`src/rtl/clock_seq_ctrl.sv`:
```
// rtl/clock_seq_ctrl.sv - clock run/halt/adjust sequencer driving the seconds/minutes counters
// Synchronizes the user switches and buttons; strobes are registered and single-cycle.
module clock_seq_ctrl #(
  parameter int SYNC_STAGES = 2
) (
  input  logic clk,
  input  logic rst,
  input  logic tick_1hz,
  input  logic tick_2hz,
  input  logic adj,
  input  logic sel,
  input  logic pause,
  input  logic clr,
  input  logic sec_max,
  output logic sec_inc,
  output logic min_inc,
  output logic clr_cnt,
  output logic blank_min,
  output logic blank_sec,
  output logic paused
);

  typedef enum logic [1:0] {RUN, HALT, ADJ_MIN, ADJ_SEC} state_t;

  state_t state, state_nxt;

  logic [SYNC_STAGES-1:0] adj_sync, sel_sync, pause_sync, clr_sync;
  logic pause_d, clr_d;
  logic blink_phase;

  logic adj_s, sel_s, pause_s, clr_s;
  logic pause_rise, clr_rise;
  logic paused_nxt, blink_nxt, entering_adj;
  logic sec_nxt, min_nxt;

  assign adj_s   = adj_sync[SYNC_STAGES-1];
  assign sel_s   = sel_sync[SYNC_STAGES-1];
  assign pause_s = pause_sync[SYNC_STAGES-1];
  assign clr_s   = clr_sync[SYNC_STAGES-1];

  assign pause_rise = pause_s & ~pause_d;
  assign clr_rise   = clr_s & ~clr_d;

  always_ff @(posedge clk or negedge rst) begin
    if (!rst) begin
      adj_sync   <= '0;
      sel_sync   <= '0;
      pause_sync <= '0;
      clr_sync   <= '0;
      pause_d    <= 1'b0;
      clr_d      <= 1'b0;
    end else begin
      adj_sync   <= {adj_sync[SYNC_STAGES-2:0], adj};
      sel_sync   <= {sel_sync[SYNC_STAGES-2:0], sel};
      pause_sync <= {pause_sync[SYNC_STAGES-2:0], pause};
      clr_sync   <= {clr_sync[SYNC_STAGES-2:0], clr};
      pause_d    <= pause_s;
      clr_d      <= clr_s;
    end
  end

  always_comb begin
    // Pause presses while adjusting are dropped, not deferred.
    paused_nxt = paused ^ (pause_rise & ~adj_s);
    if (adj_s) state_nxt = sel_s ? ADJ_SEC : ADJ_MIN;
    else       state_nxt = paused_nxt ? HALT : RUN;

    entering_adj = adj_s && (state_nxt != state);
    blink_nxt    = entering_adj ? 1'b0 : (blink_phase ^ tick_2hz);

    // A clear in the same cycle wins over any increment.
    sec_nxt = ~clr_rise & (((state == RUN) & tick_1hz) | ((state == ADJ_SEC) & tick_2hz));
    min_nxt = ~clr_rise & (((state == RUN) & tick_1hz & sec_max) | ((state == ADJ_MIN) & tick_2hz));
  end

  always_ff @(posedge clk or negedge rst) begin
    if (!rst) begin
      state       <= RUN;
      paused      <= 1'b0;
      blink_phase <= 1'b0;
      sec_inc     <= 1'b0;
      min_inc     <= 1'b0;
      clr_cnt     <= 1'b0;
      blank_min   <= 1'b0;
      blank_sec   <= 1'b0;
    end else begin
      state       <= state_nxt;
      paused      <= paused_nxt;
      blink_phase <= blink_nxt;
      sec_inc     <= sec_nxt;
      min_inc     <= min_nxt;
      clr_cnt     <= clr_rise;
      blank_min   <= (state_nxt == ADJ_MIN) && blink_nxt;
      blank_sec   <= (state_nxt == ADJ_SEC) && blink_nxt;
    end
  end

endmodule

```
`config.mk`:
```
export PLATFORM = sky130hd
export DESIGN_NAME = clock_seq_ctrl
export DESIGN_NICKNAME = d
export VERILOG_FILES = /design/src/rtl/clock_seq_ctrl.sv
export SDC_FILE = /design/constraint.sdc
export NUM_CORES = 1
export LEC_CHECK = 0
export BUFFER_PORTS_ARGS = -buffer_cell sky130_fd_sc_hd__clkbuf_2
export CAP_MARGIN = 10
export CORE_MARGIN = 3
export CORE_UTILIZATION = 41
export CTS_BUF_LIST = sky130_fd_sc_hd__clkbuf_2
export CTS_CLUSTER_SIZE = 16
export DETAILED_ROUTE_END_ITERATION = 6
export GPL_TIMING_DRIVEN = 0
export PLACE_DENSITY = 0.64
export SETUP_SLACK_MARGIN = 0.02
export SYNTH_ARGS = -nofsm -noshare
export SYNTH_HDL_FRONTEND = slang
export SYNTH_SLANG_ARGS = --single-unit
```
`constraint.sdc`:
```
create_clock -name clk -period 1.5 [get_ports clk]
set_input_delay 0.225 -clock clk [delete_from_list [all_inputs] [get_ports clk]]
set_output_delay 0.225 -clock clk [all_outputs]
set_load 0.01 [all_outputs]
```
# After elaboration in Yosys (flattened, before gate mapping)
# Cells that the tools add are included.
[word_totals]
reg_bits = 19
elab_cells = 44
[op_classes]
eq_ne = 5
mux = 4
bitwise = 17
reduce_logical = 4
[op_table]
columns = ["op", "n"]
rows = [
  ["AND 1 bit", 9],
  ["== test 2 bit (second input constant)", 4],
  ["inverter 1 bit", 4],
  ["logical AND 1 bit", 3],
  ["two-way mux 1 bit", 3],
  ["zero test 2 bit", 1],
  ["two-way mux 2 bit", 1],
  ["!= test 2 bit", 1],
  ["OR 1 bit", 2],
  ["bitwise XOR 1 bit", 2],
]

# Depth between registers and ports, before layout
[depth]
word_depth = 10
mapped_depth = 2
mapped_depth_nobuf = 2

# Worst setup path after synthesis
# No wires, ideal clock.
[synth_timing]
path_kind = "register to register"
start = "register state[0]"
end = "register blink_phase"
arrival_time_ns = 0.906
setup_slack_ns = 0.483
path_stages_with_launch = 3
n_path_buf = 0
synth_period_minus_slack_ns = 1.017
path_cell_list = "dfrtp_1 > xor2_1 > a2111oi_2"
[synth_via]
elab_chain_len = 3
[synth_rtl]
columns = ["item", "line", "source"]
rows = [
  ["start: declaration", "25", "state_t state, state_nxt;"],
  ["start signal: assignment", "87", "state <= state_nxt;"],
  ["!= test 2 bit", "68", "entering_adj = adj_s && (state_nxt != state);"],
  ["logical AND 1 bit", "68", ""],
  ["two-way mux 1 bit", "69", "blink_nxt = entering_adj ? 1'b0 : (blink_phase ^ tick_2hz);"],
  ["named net blink_nxt", "33", "logic paused_nxt, blink_nxt, entering_adj;"],
  ["end signal: assignment", "89", "blink_phase <= blink_nxt;"],
  ["end: declaration", "29", "logic blink_phase;"],
]
# The timed path passes the listed nets, and every way through them passes these cells.

# Worst setup path in the final report
[layout_timing]
start = "register paused"
end = "output port paused"
[layout_rtl]
columns = ["item", "line", "source"]
rows = [
  ["start: declaration", "20", "output logic paused"],
  ["start signal: assignment", "88", "paused <= paused_nxt;"],
]
# No word-level cell between the ends.

==> summary.md <==
| Metric | Value |
|---|---|
| Critical Path Sink | `paused` |
| Drt pass-1 iters | `2` |
| Reg2reg path depth | `2` |
| Max Root-Sink Buffers | `2` |
| Die height | `around 45 um` |
| Initial antenna violation count | `0` |
| WP depth | `1` |
| Seq/Total Area, Yosys | `75.0%` |
| Crit share post-route | `73.9%` |
| Static Leak | `0.373 nW` |
| Async set or reset register ratio after synthesis | `100%` |
| CP top delay family | `flip-flops` |
| Post-Synthesis Cells | `42` |
| Via-to-Cell Ratio | `4.76` |
| CTS buffer count | `3` |
| Yosys reg bits | `19` |
| DRC Markers | `0` |
| Post-Syn Area | `634 um^2` |
| Postcts setup bufs | `0` |
| Min-Delay Path Class | `in2reg` |
| Critical Path Start Type | `flop` |
| Post-DR wirelength/cell | `10.3 um` |
| H-tree Lvls | `1` |
| Clock Pin Slew Worst Setup and Hold Paths | `0.17 ns` |
| Core area | `1380 um^2` |
| Largest net degree at the start of global routing | `20` |
| Slew @ Worst Pin | `0.431 ns` |
| Final #Nets | `75` |
| Post-synth EDFFs | `0` |
| All-Layer GR Usage | `between 9 and 10%` |
| Post-Syn Area per Cell | `around 15 um^2` |
| TritonCTS clock tree | `yes` |
| Ys flop type | `dfrtp_1` |
| CP bufs+invs | `1` |
| Maximum clock frequency | `902 MHz` |
| Synth area leaders | `dfrtp_1, nor2b_1, xor2_1` |
| Cell taking the most area after synthesis | `dfrtp_1` |
| Inst Count DP | `71` |
| Initial drt markers | `2` |
| Overflow left after global routing | `0` |
| Synth-to-Final Area Change | `25.4%` |
| Crit Path Max Fanout | `4` |
| CP max stage delay | `0.45 ns` |
| Die Area | `2060 um^2` |
| Worst R2R End | `blink_phase$_DFF_PN0_` |
| Fin. Hold Viols | `0` |
| Count leader, synth | `dfrtp_1` |
| Placer Congestion | `0.696` |
| Final setup fails | `0` |
| Post-CTS Resized | `0` |
| Final Max Slew Viols | `0` |
| RR Startpoint | `state[0]$_DFF_PN0_` |
| Number of synthesis warnings | `0` |
| Layout cells sized above 1 | `29.2%` |
| Vias in the first global route | `353` |
| Port Buffer Count | `14` |
| I/O Pins | `15` |
| First-pass GRT wire length | `1370 um` |
| Final wirelength | `825 um` |
| Worst slew margin | `71.3%` |
| Area share of the largest cell type after synthesis | `75.0%` |
| WP data arrival | `0.88 ns` |
| Reg2Reg Setup Slack | `about 0.4 ns` |
| Final Skew | `between 0.006 and 0.007 ns` |
| PwrDens | `~1200 nW/um^2` |
| Peak supply drop | `0.00102 V` |
| Synth top cells by count | `dfrtp_1, nand2_1, nor2b_1` |
| Antenna violation net count after detailed routing | `0` |
| Root buf cell | `clkbuf_2` |
| Status | `finished, final reports clean` |
| Setup TNS | `0 ns` |
| Crit-path cells | `clkbuf_2` |
| Min cycle time layout | `roughly 1.1 ns` |
| CTS sink cnt | `19` |
| Antenna cell count | `0` |
| Die width | `between 40 and 50 um` |
| Worst Path Required | `1.27 ns` |
| Worst setup EP type | `primary output` |
| Final Non-Filler Cells | `80` |
| # rows | `13` |
| Count of cell types in the netlist | `19` |
| Crit path from | `paused$_DFF_PN0_` |
| RSZ-0062 raised after global routing | `no` |
| Starting Density | `45.9%` |
| Syn_nets | `51` |
| Critical path class | `reg2out` |
| CP max-delay cell | `dfrtp_1` |
| Latest clock arrival within the worst-skew pair | `0.30 ns` |
| Max Cap Viol | `0` |
| Via count | `381` |
cells in the final DEF (no fill, tap or decap), drive strengths merged:
cell / instances
nand2b: 1
dlygate4sd3: 5
nand3: 1
a221o: 1
nor3b: 1
a211oi: 1
nand2: 3
clkinvlp: 1
or3b: 1
a21oi: 1
nand3b: 1
nor4: 1
nor3: 1
dfrtp: 19
a2111oi: 1
nor2: 1
nor2b: 3
xor2: 2
clkbuf: 17
nor4b: 1
and2: 1
xnor2: 1
metal layers:
layer	vias up	wire, um	global-route usage, %
li1	192	-	-
met1	173	358	10.3
met2	16	385	15.3
met3	0	80	7.17
met4	0	0	3.51
met5	-	0	0
flip-flops by register name, summed over array words and instances, names as in the netlist, 2 cells and up:
signal and count:
sel_sync 2, state 2, pause_sync 2, clr_sync 2
adj_sync 2
per-stage QoR:
stage                     utilization, %  total power, mW  instance area (um^2)  worst slack (ns)  hold slack [ns]
final                               57.6            0.949                   796             0.392            0.165
after global routing                57.6             1.00                   796             0.296            0.163
after CTS                           57.6            0.966                   796             0.361            0.151
after detailed placement            52.3            0.744                   723             0.415            0.186
after global placement              52.3            0.739                   723             0.424            0.187
after floorplan                        -            0.684                   634             0.483          -0.0706
repair_timing:
action | in CTS | in global routing
endpoints found under the setup margin | 0 | 0
endpoints found under the hold margin | 23 | 0
hold buffers | 5 | 0
where the power goes:
group / switching [mW] / leakage [nW] / internal, mW
Sequential: 0.0432 / 0.232 / 0.562
Clock: 0.147 / 0.0126 / 0.0622
Combinational: 0.0614 / 0.129 / 0.0730
Total: 0.252 / 0.373 / 0.698
cell type report:
type	count	area, um^2
clock buffer	3	15.0
clock inverter	1	7.51
fill	115	587
multi-input combinational	23	159
sequential	19	475
tap	15	18.8
timing repair buffer	19	120
worst min path at each step:
stage,depth (start not counted),startpoint,end,slack [ns]
6_report,3,sec_max,min_inc$_DFF_PN0_,0.17
5_1_grt,3,sec_max,min_inc$_DFF_PN0_,0.16
4_1_cts,3,sec_max,min_inc$_DFF_PN0_,0.15
3_5_place_dp,1,rst,blink_phase$_DFF_PN0_,0.19
3_3_place_gp,1,rst,min_inc$_DFF_PN0_,0.19
2_1_floorplan,0,rst,adj_sync[0]$_DFF_PN0_,-0.07
kinds of logic (layout without fill, tap and decap cells):
group	count (synthesis)	count (layout)	synth area share, %
xor+xnor	3	3	4.14
compound gates	4	4	5.92
flops	19	19	75.0
buf+inv	0	23	0
simple gates	16	16	15.0
Power figures use the tool's default switching activity.
